--- src/rtl/hazard_ctrl_if.sv ---
// hazard_ctrl_if: groups the decode/execute status seen by the hazard
// controller and the stall/flush controls it returns to the pipeline.
//
// Signals:
//   RS1D, RS2D   [4:0]       rs1/rs2 of the instruction in ID
//   RDE          [4:0]       rd of the instruction in EX
//   MemReadE                 EX instruction is a load
//   PCSrcE                   taken branch/jump resolved in EX
//   MduOpE                   EX instruction is a multi-cycle MDU op
//   StallF/StallD/StallE     hold PC, IF/ID, ID/EX
//   FlushD/FlushE            clear IF/ID, ID/EX to NOP
//   busy                     controller is holding for an MDU op
//   stall_cnt    [CNT_W-1:0] count of StallD cycles (0 unless the counter is built)
//
// Modports: master = pipeline side (drives status), slave = hazard_ctrl.
interface hazard_ctrl_if #(
    parameter int unsigned CNT_W = 16
);
    logic [4:0]       RS1D;
    logic [4:0]       RS2D;
    logic [4:0]       RDE;
    logic             MemReadE;
    logic             PCSrcE;
    logic             MduOpE;
    logic             StallF;
    logic             StallD;
    logic             StallE;
    logic             FlushD;
    logic             FlushE;
    logic             busy;
    logic [CNT_W-1:0] stall_cnt;

    modport master (
        output RS1D, RS2D, RDE, MemReadE, PCSrcE, MduOpE,
        input  StallF, StallD, StallE, FlushD, FlushE, busy, stall_cnt
    );

    modport slave (
        input  RS1D, RS2D, RDE, MemReadE, PCSrcE, MduOpE,
        output StallF, StallD, StallE, FlushD, FlushE, busy, stall_cnt
    );
endinterface

--- src/rtl/hazard_ctrl.sv ---
// hazard_ctrl: pipeline hazard and sequencing controller for the 5-stage
// RV32 core. Produces load-use bubbles, taken-branch flushes and multi-cycle
// ID/EX holds while an MDU op occupies EX.
//
// Ports:
//   clk  core clock, rising edge
//   rst  synchronous reset, active-high; forces all controls to 0
//   hz   hazard_ctrl_if.slave (ID/EX status in, stall/flush controls out)
//
// Parameters:
//   MDU_LAT  total cycles an MDU op occupies EX (2..16)
//   CNT_W    width of the stall performance counter
//
// Build option: define HAZARD_PERF_CNT_EN to build the saturating StallD
// cycle counter on hz.stall_cnt; otherwise stall_cnt is tied to 0.
module hazard_ctrl #(
    parameter int unsigned MDU_LAT = 4,
    parameter int unsigned CNT_W   = 16
) (
    input  logic        clk,
    input  logic        rst,
    hazard_ctrl_if.slave hz
);

    typedef enum logic {
        S_RUN,
        S_MDU
    } state_t;

    // The RUN cycle that spots the op already holds ID/EX, so MDU state
    // only has to cover the remaining MDU_LAT-2 hold cycles.
    localparam int unsigned MDU_CYC  = MDU_LAT - 2;
    localparam logic [3:0]  CNT_LOAD = (MDU_CYC == 0) ? 4'd0 : 4'(MDU_CYC - 1);

    state_t     state_q, state_d;
    logic [3:0] cnt_q, cnt_d;
    logic       mask_q, mask_d;

    logic lu;
    logic stall_f, stall_d, stall_e, flush_d, flush_e, busy;

    assign lu = hz.MemReadE && (hz.RDE != 5'd0) &&
                ((hz.RDE == hz.RS1D) || (hz.RDE == hz.RS2D));

    always_comb begin
        state_d = state_q;
        cnt_d   = cnt_q;
        mask_d  = mask_q;
        stall_f = 1'b0;
        stall_d = 1'b0;
        stall_e = 1'b0;
        flush_d = 1'b0;
        flush_e = 1'b0;
        busy    = 1'b0;

        case (state_q)
            S_RUN: begin
                // The release cycle is the only RUN cycle that sees the mask.
                mask_d = 1'b0;
                if (hz.PCSrcE) begin
                    flush_d = 1'b1;
                    flush_e = 1'b1;
                end else if (hz.MduOpE && !mask_q) begin
                    stall_f = 1'b1;
                    stall_d = 1'b1;
                    stall_e = 1'b1;
                    if (MDU_CYC == 0) begin
                        // Two-cycle op: this one hold is all it needs.
                        mask_d = 1'b1;
                    end else begin
                        state_d = S_MDU;
                        cnt_d   = CNT_LOAD;
                    end
                end else if (lu) begin
                    stall_f = 1'b1;
                    stall_d = 1'b1;
                    flush_e = 1'b1;
                end
            end
            S_MDU: begin
                stall_f = 1'b1;
                stall_d = 1'b1;
                stall_e = 1'b1;
                busy    = 1'b1;
                if (cnt_q == 4'd0) begin
                    state_d = S_RUN;
                    mask_d  = 1'b1;
                end else begin
                    cnt_d = cnt_q - 4'd1;
                end
            end
            default: begin
                state_d = S_RUN;
            end
        endcase

        if (rst) begin
            stall_f = 1'b0;
            stall_d = 1'b0;
            stall_e = 1'b0;
            flush_d = 1'b0;
            flush_e = 1'b0;
            busy    = 1'b0;
        end
    end

    always_ff @(posedge clk) begin
        if (rst) begin
            state_q <= S_RUN;
            cnt_q   <= '0;
            mask_q  <= 1'b0;
        end else begin
            state_q <= state_d;
            cnt_q   <= cnt_d;
            mask_q  <= mask_d;
        end
    end

    assign hz.StallF = stall_f;
    assign hz.StallD = stall_d;
    assign hz.StallE = stall_e;
    assign hz.FlushD = flush_d;
    assign hz.FlushE = flush_e;
    assign hz.busy   = busy;

`ifdef HAZARD_PERF_CNT_EN
    logic [CNT_W-1:0] stall_cnt_q;

    // stall_d is already 0 during reset, so only StallD cycles out of reset count.
    always_ff @(posedge clk) begin
        if (rst) begin
            stall_cnt_q <= '0;
        end else if (stall_d && (stall_cnt_q != '1)) begin
            stall_cnt_q <= stall_cnt_q + {{(CNT_W-1){1'b0}}, 1'b1};
        end
    end

    assign hz.stall_cnt = stall_cnt_q;
`else
    assign hz.stall_cnt = '0;
`endif

endmodule

--- src/flat_wrapper.sv ---
// flat-port wrapper written by rule: the top's interface ports become plain ports
module hazard_ctrl_flat 
#(
    parameter int unsigned MDU_LAT = 4,
    parameter int unsigned CNT_W   = 16
)
  (clk, rst, hz_RS1D, hz_RS2D, hz_RDE, hz_MemReadE, hz_PCSrcE, hz_MduOpE, hz_StallF, hz_StallD, hz_StallE, hz_FlushD, hz_FlushE, hz_busy, hz_stall_cnt);
  hazard_ctrl_if #(.CNT_W(CNT_W)) hz_i ();
  input  logic clk;
  input  logic rst;
  input wire logic [$bits(hz_i.RS1D)-1:0] hz_RS1D;
  input wire logic [$bits(hz_i.RS2D)-1:0] hz_RS2D;
  input wire logic [$bits(hz_i.RDE)-1:0] hz_RDE;
  input wire logic [$bits(hz_i.MemReadE)-1:0] hz_MemReadE;
  input wire logic [$bits(hz_i.PCSrcE)-1:0] hz_PCSrcE;
  input wire logic [$bits(hz_i.MduOpE)-1:0] hz_MduOpE;
  output wire logic [$bits(hz_i.StallF)-1:0] hz_StallF;
  output wire logic [$bits(hz_i.StallD)-1:0] hz_StallD;
  output wire logic [$bits(hz_i.StallE)-1:0] hz_StallE;
  output wire logic [$bits(hz_i.FlushD)-1:0] hz_FlushD;
  output wire logic [$bits(hz_i.FlushE)-1:0] hz_FlushE;
  output wire logic [$bits(hz_i.busy)-1:0] hz_busy;
  output wire logic [$bits(hz_i.stall_cnt)-1:0] hz_stall_cnt;
  assign hz_i.RS1D = hz_RS1D;
  assign hz_i.RS2D = hz_RS2D;
  assign hz_i.RDE = hz_RDE;
  assign hz_i.MemReadE = hz_MemReadE;
  assign hz_i.PCSrcE = hz_PCSrcE;
  assign hz_i.MduOpE = hz_MduOpE;
  assign hz_StallF = hz_i.StallF;
  assign hz_StallD = hz_i.StallD;
  assign hz_StallE = hz_i.StallE;
  assign hz_FlushD = hz_i.FlushD;
  assign hz_FlushE = hz_i.FlushE;
  assign hz_busy = hz_i.busy;
  assign hz_stall_cnt = hz_i.stall_cnt;
  hazard_ctrl #(.MDU_LAT(MDU_LAT), .CNT_W(CNT_W)) u_core (.clk(clk), .rst(rst), .hz(hz_i));
endmodule
--- config.mk ---
export PLATFORM = sky130hd
export DESIGN_NAME = hazard_ctrl_flat
export DESIGN_NICKNAME = d
export VERILOG_FILES = /design/src/rtl/hazard_ctrl_if.sv /design/src/rtl/hazard_ctrl.sv /design/src/flat_wrapper.sv
export SDC_FILE = /design/constraint.sdc
export NUM_CORES = 1
export LEC_CHECK = 0
export CAP_MARGIN = 20
export CORE_MARGIN = 1
export CORE_UTILIZATION = 37
export CTS_CLUSTER_DIAMETER = 200
export DETAILED_ROUTE_END_ITERATION = 12
export PLACE_DENSITY = 0.95
export SLEW_MARGIN = 20
export SYNTH_ARGS = -nofsm -noshare
export SYNTH_HDL_FRONTEND = slang
export SYNTH_SLANG_ARGS = --single-unit
export TNS_END_PERCENT = 50
--- constraint.sdc ---
create_clock -name clk -period 2.28 [get_ports clk]
set_clock_uncertainty 0.1 [all_clocks]
set_input_delay 0.228 -clock clk [delete_from_list [all_inputs] [get_ports clk]]
set_output_delay 0.228 -clock clk [all_outputs]
set_load 0.03 [all_outputs]
==> results of run 1 <==
layout make-up:
cell class / count / area share, %
clock buffer: 3 / 2.651
inverter: 5 / 2.209
multi-input combinational: 63 / 46.39
sequential: 6 / 14.14
tap: 16 / 2.356
timing repair buffer: 29 / 32.25
critical path: stages:
cell	delay, ns
clkdlybuf4s50_1	0.47
or4_1	0.55
o21ai_2	0.17
a211o_2	0.12
o22ai_1	0.08
clkdlybuf4s15_2	0.30
metrics by stage:
step / power (mW) / cells / TNS, ns / hold WS [ns]
floorplan: 0.2660 / 92 / 0 / 0.3584
global placement: 0.3114 / 119 / -0.4137 / 0.3735
detailed placement: 0.3183 / 119 / -0.5255 / 0.3910
CTS: 0.4174 / 122 / 0 / 0.4009
global route: 0.4380 / 122 / -0.009390 / 0.4181
finish: 0.4148 / 122 / 0 / 0.4150
layer usage:
| metal | global-route usage, % | part of all wire, % | vias to the layer above |
|---|---|---|---|
| li1 | - | - | 291 |
| met1 | 18.85 | 39 | 272 |
| met2 | 33.23 | 53 | 34 |
| met3 | 4.741 | 6.0 | 6 |
| met4 | 8.125 | 2.0 | 0 |
| met5 | 0 | 0 | - |
power by group:
group | total [mW] | internal, mW | switching, mW
Clock | 0.0974 | 0.0595 | 0.0379
Sequential | 0.121 | 0.113 | 0.00819
Combinational | 0.196 | 0.0845 | 0.112
placed cells by master, fill, tap and decap left out, types with 2 or more instances in the layout:
cell type / instances
a21oi_1: 2
a22oi_1: 2
buf_4: 5
clkbuf_4: 3
clkdlybuf4s50_1: 22
conb_1: 16
dfxtp_1: 6
ha_1: 2
inv_1: 5
nand2_1: 3
nor2_1: 8
nor3_1: 3
o21ai_0: 2
xor2_1: 10
cells in the mapped netlist (2+ instances only):
master	number	area [sq um]
a21oi_1	2	10.01
a22oi_1	2	15.01
buf_4	17	127.6
dfxtp_1	6	120.1
ha_1	2	25.02
inv_1	5	18.77
nand2_1	3	11.26
nor2_1	8	30.03
nor3_1	3	15.01
o21ai_0	2	10.01
xor2_1	10	87.58
cell families after synthesis:
kind of cell	count (synthesis)
simple gates	18
compound gates	15
buf+inv	23
other cells	1
xor+xnor	11
mux	1
fa+ha+maj	2
flops	6
state kept, by name, summed over array words and instances, names as in the netlist:
name            flops
u_core.state_q      1
u_core.cnt_q        4
u_core.mask_q       1
what timing repair did:
item | 4_1_cts | 5_1_grt
setup endpoints to repair | 2 | 2
hold buffers | 0 | 0
resized for setup | 6 | 2
worst min path at each step:
stage / from / cells past startpoint / endpoint
final: u_core.cnt_q[1] / 2 / u_core.cnt_q[1]
after global routing: u_core.cnt_q[1] / 2 / u_core.cnt_q[1]
after detailed placement: u_core.cnt_q[1] / 2 / u_core.cnt_q[1]
after CTS: u_core.cnt_q[1] / 2 / u_core.cnt_q[1]
after global placement: u_core.mask_q / 1 / u_core.mask_q
after floorplan: u_core.mask_q / 1 / u_core.mask_q
==> metrics.md, run 1 <==
| Metric | Value |
|---|---|
| Status | finished clean |
| WL per Instance | 12.38 um |
| Compound-Gate Fraction of Synth Area | between 10% and 20% |
| First drt pass iteration count | 4 |
| Syn. warnings | 0 |
| Ports | 42 |
| Post-synth EDFFs | 0 |
| Leak | between 0.3 and 0.4 nW |
| Synth Area in Simple Gates | 15.40% |
| Clock transition at path regs | 0.05 ns |
| CP Max Fanout | 3 |
| Yosys reg bits | 6 |
| Critical Path End | hz_StallF |
| CTS H-tree lvls | 1 |
| Worst-skew pair later-pin latency | 0.25 ns |
| WS Path Type | primary input to output port |
| Sequential share of the synthesized area | 19.71% |
| Placed Instance Area | 830.8 sq um |
| Die X | about 43 um |
| Synth Instances | 77 |
| Die Area | 1813 sq um |
| RR Endpoint | u_core.cnt_q[1] |
| Initial antenna violation count | 0 |
| Mapped cell area | around 610 sq um |
| Fin util | a little under three fifths |
| Hold Path Class | register to register |
| Critical Path End Type | output port |
| Nets | 130 |
| Final Hold Violating Endpoints | 0 |
| Critical path launch point type | primary input |
| Site row count | 14 |
| First-pass GRT wire length | 2442 um |
| Post-DR vias/cell | 4.943 |
| Die Ht | 42.58 um |
| DR DRC count | 0 |
| Final period utilization | between 90% and 100% |
| Layout area overhead | 39.43% |
| Final wirelength | 1510 um |
| Reg2reg path depth | 5 |
| Post-CTS setup buffers | 0 |
| Slew Limit Fails | 0 |
| Core ar. | 1524 sq um |
| R2r startpoint | u_core.cnt_q[0] |
| Worst Setup Slack, final | 0.02450 ns |
| GRT Overall Usage | 18.07% |
| Max cap viols | 0 |
| CTS tree | done |
| Overflow after GRT | 0 |
| WP data arrival | between 1.5 and 2 ns |
| DP Worst Slack | -0.2639 ns |
| Initial Utilization | 39.98% |
| IO Port Bufs | 25 |
| Worst vdd ir | 0.3554 mV |
| Post-synthesis mux area share | 1.848% |
| Crit path from | hz_RDE[0] |
| Final setup fails | 0 |
| DRT iter0 DRCs | 17 |
| Vias in the first global route | 590 |
| DRT antenna net count | 0 |
| Yosys cell types | 28 |
| FILL cells | 140 |
| Final min period | between 2 and 2.5 ns |
| P per Cell Area | 488.3 nW/um^2 |
| Post-synthesis xor/xnor area fraction | 15.81% |
| F_max | about 0.44 GHz |
| Register Area | 120.1 sq um |
| Clock buffer depth | 2 |
| ANT cells | 0 |
| Synthesized area per cell | 7.913 sq um |
| Asr flop ratio synth | 0% |
| Vias | 603 |
| DPL Wire Length | 1235 um |
| Flop-to-flop setup slack | approximately 0.7 ns |
| Post-Synth Adder-Cell Area | 4.107% |
| Gp weighted congestion | ~0.9 |
| Largest family of logic cells by synthesized area | buffers and inverters |
| Final Cell Area | 849.6 sq um |
| Main synth FF type | dfxtp_1 |
| Proportion of layout cells with a drive suffix above 1 | between 10 and 15% |
| RSZ-0062 raised after global routing | true |
| TritonCTS Sinks | 6 |
| Largest net degree at the start of global routing | 10 |
| Total CTS buffers | 3 |
| Multi-input gate area | 394.1 sq um |
| WP data required | between 1.5 and 2 ns |
| CTS root buffer | clkbuf_4 |
Note: power is estimated with default switching activity, not from simulation.
==> run 2, diff against run 1 <==
--- a/config.mk
+++ b/config.mk
@@ -11,6 +11,7 @@
 export CTS_CLUSTER_DIAMETER = 200
 export DETAILED_ROUTE_END_ITERATION = 12
 export PLACE_DENSITY = 0.95
+export SETUP_SLACK_MARGIN = 0.02
 export SLEW_MARGIN = 20
 export SYNTH_ARGS = -nofsm -noshare
 export SYNTH_HDL_FRONTEND = slang
==> constraint.sdc (replaced) <==
create_clock -name clk -period 2.28 [get_ports clk]
set_clock_uncertainty 0.1 [all_clocks]
set_input_delay 0.228 -clock clk [delete_from_list [all_inputs] [get_ports clk]]
set_output_delay 0.228 -clock clk [all_outputs]
set_load 0.01 [all_outputs]
==> run 2 against run 1 <==
First-iteration DRC count grew 35%. Via count down 0.83%. Critical path depth is the same. Clock power is essentially flat. Worst hold slack lost 0.0077 ns. Die area stayed put. Core utilization increased by 0.16 points. Cell area rose by 0.29%. Clock-buffer cell count did not move. Worst setup slack gained 0.019 ns. Critical path type unchanged.
==> metrics.md, run 2 (same netlist as run 1, synthesis figures left out) <==
| Metric | Value |
|---|---|
| WL per Instance | 12.55 um (+1.4%) |
| Final wirelength | 1519 um (+0.60%) |
| Initial antenna violation count | 0 (unchanged) |
| Fin util | 55.91% (+0.16 points) |
| P per Cell Area | 445.0 nW/um^2 (-8.9%) |
| Max cap viols | 0 (unchanged) |
| Overflow after GRT | 0 (unchanged) |
| Gp weighted congestion | 0.8784 (-5.1%) |
| ANT cells | 0 (unchanged) |
| Commonest non-fill, non-tap cell in the layout | clkdlybuf4s50_1 |
| Critical Path End Type | output port |
| Die Area | 1813 sq um (unchanged) |
| Post-CTS setup buffers | 0 (unchanged) |
| RSZ-0062 raised after global routing | false |
| WS Path Type | primary input to output port |
| Core ar. | 1524 sq um (unchanged) |
| Placed cell count | 118 (-0.84%) |
| CTS root buffer | clkbuf_4 |
| DRT iter0 DRCs | 23 (+6) |
| Max FFs per register | 4 (unchanged) |
| Leak | 0.3764 nW (+1.6%) |
| Initial Utilization | 39.98% (unchanged) |
| Site row count | 14 (unchanged) |
| Final Hold Violating Endpoints | 0 (unchanged) |
| Final min period | 2.236 ns (-0.01905 ns) |
| Leading cell types in the layout, fill and taps excluded | clkdlybuf4s50_1 (21), conb_1 (16), xor2_1 (10) |
| Status | finished clean |
| Slew Limit Fails | 0 (unchanged) |
| DRT antenna net count | 0 (unchanged) |
| TritonCTS Sinks | 6 (unchanged) |
| Die Ht | 42.58 um (unchanged) |
| Layout area overhead | 39.84% |
| Largest net degree at the start of global routing | 8 (-2) |
| Worst vdd ir | 0.4057 mV (+14%) |
| WP data required | 1.95 ns (about the same) |
| Top Registers | u_core.cnt_q: 4 flops, u_core.mask_q: 1 flops, u_core.state_q: 1 flops |
| Total CTS buffers | 3 (unchanged) |
| F_max | 0.4471 GHz (+0.85%) |
| CTS tree | done |
| Final period utilization | 98.09% (-0.84 points) |
| Critical path launch point type | primary input |
| Largest register by flop count | u_core.cnt_q |
| Worst-skew pair later-pin latency | 0.24 ns (about the same) |
| DPL Wire Length | 1230 um (-0.37%) |
| Clock buffer depth | 2 (unchanged) |
| WP data arrival | 1.91 ns (-0.02 ns) |
| DR DRC count | 0 (unchanged) |
| IO Port Bufs | 25 (unchanged) |
| Nets | 129 (-0.77%) |
| First-pass GRT wire length | 2594 um (+6.2%) |
| Hold Path Class | register to register |
| CP Max Fanout | 3 (unchanged) |
| Clock transition at path regs | 0.05 ns (about the same) |
| Vias | 598 (-0.83%) |
| First drt pass iteration count | 4 (unchanged) |
| Die X | 42.58 um (unchanged) |
| Ports | 42 (unchanged) |
| Post-Layout Cell Count | 121 (-0.82%) |
| CTS H-tree lvls | 1 (unchanged) |
| Vias in the first global route | 575 (-2.5%) |
| Proportion of layout cells with a drive suffix above 1 | 12.38% (-1.8 points) |
| GRT Overall Usage | 18.67% (+0.60 points) |
| Post-DR vias/cell | 4.942 (about the same) |
| Final setup fails | 0 (unchanged) |
run 2: changes by cell type in the layout (fill, tap and decap cells not counted), sizes merged:
cell,delta
clkdlybuf4s15,-1
buf,-3
dlygate4sd2,+4
clkdlybuf4s50,-1
run 2: stage by stage:
stage	power (mW)	setup TNS (ns)	setup WS [ns]	hold WS [ns]	instance area, sq um
after floorplan	0.2303	0	0.6687	0.3584	665.6
after global placement	0.2759	-0.2941	-0.1005	0.3708	825.8
after detailed placement	0.2831	-0.5446	-0.2082	0.3914	825.8
after CTS	0.3788	0	0.06012	0.4012	847.1
after global routing	0.4036	0	0.02464	0.4329	852.1
final	0.3792	0	0.04355	0.4073	852.1
run 2: repair_timing:
item / CTS / global route
pin swaps: 0 / 1
endpoints found under the setup margin: 3 / 2
hold buffers: 0 / 0
resized for setup: 5 / 1
run 2: path summary, 6_finish.rpt:
check	from	endpoint	slack [ns]	cells past startpoint
hold reg to reg	u_core.cnt_q[1]	u_core.cnt_q[1]	0.41	2
setup / recovery	hz_RDE[3]	hz_StallD	0.04	6
setup reg to reg	u_core.cnt_q[0]	u_core.cnt_q[1]	0.68	5
hold / removal	u_core.cnt_q[1]	u_core.cnt_q[1]	0.41	2
run 2: cell type report:
type | instances | area, sq um
fillers | 133 | 671.9
multi-input cells | 63 | 402.9
repair buffers | 28 | 267.8
inverters | 5 | 18.77
flip-flops and latches | 6 | 120.1
well taps | 16 | 20.02
clock buffers | 3 | 22.52
run 2: worst max-delay path, stage by stage:
cell and delay (ns):
clkdlybuf4s50_1 0.47, or4_4 0.54, o21ai_2 0.17, a211o_2 0.13, o22ai_1 0.08, dlygate4sd2_1 0.30
run 2: layer usage:
layer  vias up  track usage [%]  routed length [um]
met4         0            3.750                   0
met1       290            21.67                 649
met5         -                0                   0
li1        287                -                   -
met3         0            4.310                  65
met2        21            34.46                 805
run 2: where the power goes:
part	total [mW]	internal, mW	switching (mW)
logic	0.161	0.0828	0.0781
clock network	0.0973	0.0595	0.0378
registers	0.121	0.113	0.00803
total	0.379	0.255	0.124
==> run 3, diff against run 2 <==
--- a/config.mk
+++ b/config.mk
@@ -10,6 +10,7 @@
 export CORE_UTILIZATION = 37
 export CTS_CLUSTER_DIAMETER = 200
 export DETAILED_ROUTE_END_ITERATION = 12
+export GPL_TIMING_DRIVEN = 0
 export PLACE_DENSITY = 0.95
 export SETUP_SLACK_MARGIN = 0.02
 export SLEW_MARGIN = 20
==> run 3 against run 2 <==
Clock power about the same. Die area unchanged. Critical path depth increased by 1. Clock-buffer cell count unchanged. First-iteration DRC count decreased by 43%. Worst setup slack improved by 0.11 ns. Worst hold slack got worse by 0.24 ns. Core utilization increased by 7.2 points. Largest cell class unchanged. Largest power group unchanged.
==> metrics.md, run 3 (same netlist as run 1, synthesis figures left out) <==
| Metric | Value |
|---|---|
| Status | finished clean |
| Clock buffer depth | 2 (unchanged) |
| Commonest non-fill, non-tap cell in the layout | buf_4 |
| F_max | 0.4702 GHz (+5.2%) |
| Final setup fails | 0 (unchanged) |
| DRT iter0 DRCs | 13 (-43%) |
| WP data arrival | 1.80 ns (-0.11 ns) |
| WP buf/inv | 3 (+1) |
| CTS H-tree lvls | 1 (unchanged) |
| WL per Instance | 11.13 um (-11%) |
| Placed Instance Area | 925.9 sq um (+12%) |
| Site row count | 14 (unchanged) |
| Initial antenna violation count | 0 (unchanged) |
| RSZ-0062 raised after global routing | false |
| Critical path launch point type | primary input |
| Final Cell Area | 962.2 sq um (+13%) |
| Gp weighted congestion | 0.7990 (-9.0%) |
| Setup TNS | 0 ns (unchanged) |
| Worst-skew pair later-pin latency | 0.25 ns (about the same) |
| Vias | 616 (+3.0%) |
| Largest net degree at the start of global routing | 11 (+3) |
| CTS root buffer | clkbuf_4 |
| DPL Wire Length | 1245 um (+1.2%) |
| Final period utilization | 93.27% (-4.8 points) |
| Clock transition at path regs | 0.05 ns (about the same) |
| Register Area | 120.1 sq um (unchanged) |
| ANT cells | 0 (unchanged) |
| DRT antenna net count | 0 (unchanged) |
| Die Ht | 42.58 um (unchanged) |
| CP max-delay cell | clkdlybuf4s50_1 |
| Worst vdd ir | 0.3669 mV (-9.6%) |
| Slew Limit Fails | 0 (unchanged) |
| Top Registers | u_core.cnt_q: 4 flops, u_core.mask_q: 1 flops, u_core.state_q: 1 flops |
| IO Port Bufs | 24 (-4.0%) |
| Final min period | 2.127 ns (-0.1098 ns) |
| Final wirelength | 1513 um (-0.39%) |
| WS Path Type | primary input to output port |
| Multi-input gate area | 394.1 sq um (-2.2%) |
| Die X | 42.58 um (unchanged) |
| P per Cell Area | 409.3 nW/um^2 (-8.0%) |
| CP Max Fanout | 3 (unchanged) |
| Nets | 144 (+12%) |
| Post-Layout Cell Count | 136 (+12%) |
| FILL cells | 137 (+3.0%) |
| Overflow after GRT | 0 (unchanged) |
| Layout area overhead | 57.91% |
| Hold Path Class | primary input to register |
| Leak | 0.4923 nW (+31%) |
| Critical Path End Type | output port |
| Ports | 42 (unchanged) |
| Initial Utilization | 39.98% (unchanged) |
| Core ar. | 1524 sq um (unchanged) |
| Total CTS buffers | 3 (unchanged) |
| GRT Overall Usage | 18.16% (-0.51 points) |
| WP data required | 1.95 ns (about the same) |
| CTS tree | done |
| First drt pass iteration count | 4 (unchanged) |
| Final Hold Violating Endpoints | 0 (unchanged) |
| Cell Chain, Critical Path | clkdlybuf4s50_1 > xor2_1 > nor2_1 > a22oi_1 > o22ai_1 > buf_4 > dlygate4sd2_1 |
| DR DRC count | 0 (unchanged) |
| TritonCTS Sinks | 6 (unchanged) |
| Max FFs per register | 4 (unchanged) |
| Largest register by flop count | u_core.cnt_q |
| Vias in the first global route | 598 (+4.0%) |
| Placed cell count | 132 (+12%) |
| Post-DR vias/cell | 4.529 (-8.4%) |
| Leading cell types in the layout, fill and taps excluded | buf_4 (18), clkdlybuf4s50_1 (17), conb_1 (16) |
| Total power | 0.3938 mW (+3.9%) |
| Proportion of layout cells with a drive suffix above 1 | 22.50% (+10 points) |
| Max cap viols | 0 (unchanged) |
| CP top delay family | buffers and inverters |
| Crit path largest cell delay | 0.55 ns (about the same) |
| Die Area | 1813 sq um (unchanged) |
| First-pass GRT wire length | 2518 um (-2.9%) |
run 3: per-stage QoR:
| step | hold WS [ns] | worst slack [ns] | utilization [%] |
|---|---|---|---|
| final | 0.1712 | 0.1534 | 63.14 |
| after global routing | 0.1998 | 0.08825 | 63.14 |
| after CTS | 0.1667 | -0.09160 | 61.99 |
| after detailed placement | 0.3805 | -0.2960 | 60.76 |
| after global placement | 0.3724 | -0.2603 | 60.76 |
| after floorplan | 0.3584 | 0.6687 | - |
run 3: what timing repair did:
| item | 4_1_cts | 5_1_grt |
|---|---|---|
| pin swaps | 0 | 1 |
| setup endpoints to repair | 3 | 2 |
| buffers inserted | 0 | 1 |
| hold buffers | 0 | 0 |
| hold endpoints to repair | 0 | 0 |
| resized for setup | 3 | 4 |
run 3: worst paths after layout:
path	end	start	slack [ns]	depth (start not counted)
setup / recovery	hz_StallF	hz_RDE[1]	0.15	7
hold / removal	u_core.cnt_q[2]	rst	0.17	2
setup reg to reg	u_core.cnt_q[1]	u_core.cnt_q[0]	0.68	6
hold reg to reg	u_core.mask_q	u_core.mask_q	0.39	1
run 3: cell type report:
class / count / share of cell area (%)
multi-input combinational: 63 / 40.96
timing repair buffer: 25 / 26.40
buffer: 18 / 13.78
sequential: 6 / 12.48
clock buffer: 3 / 2.341
tap: 16 / 2.081
inverter: 5 / 1.951
run 3: where the power goes:
part / leakage (nW) / internal (mW) / switching [mW]
clock network: 0.0138 / 0.0595 / 0.0376
registers: 0.0490 / 0.113 / 0.00773
logic: 0.430 / 0.0968 / 0.0793
run 3: routing by layer:
metal	share of wire, %	wire [um]	GRT usage [%]
met5	0	0	0
met4	0	0	1.250
met3	6.6	100	8.190
met2	53	804	35.08
met1	40	608	18.32
run 3: worst reg2reg max path, cell delays in order, from the launching register on:
cell      delay [ns]
dfxtp_1         0.30
inv_1           0.12
ha_1            0.19
or3b_2          0.49
nand2_1         0.10
o211ai_1        0.09
a21oi_1         0.13
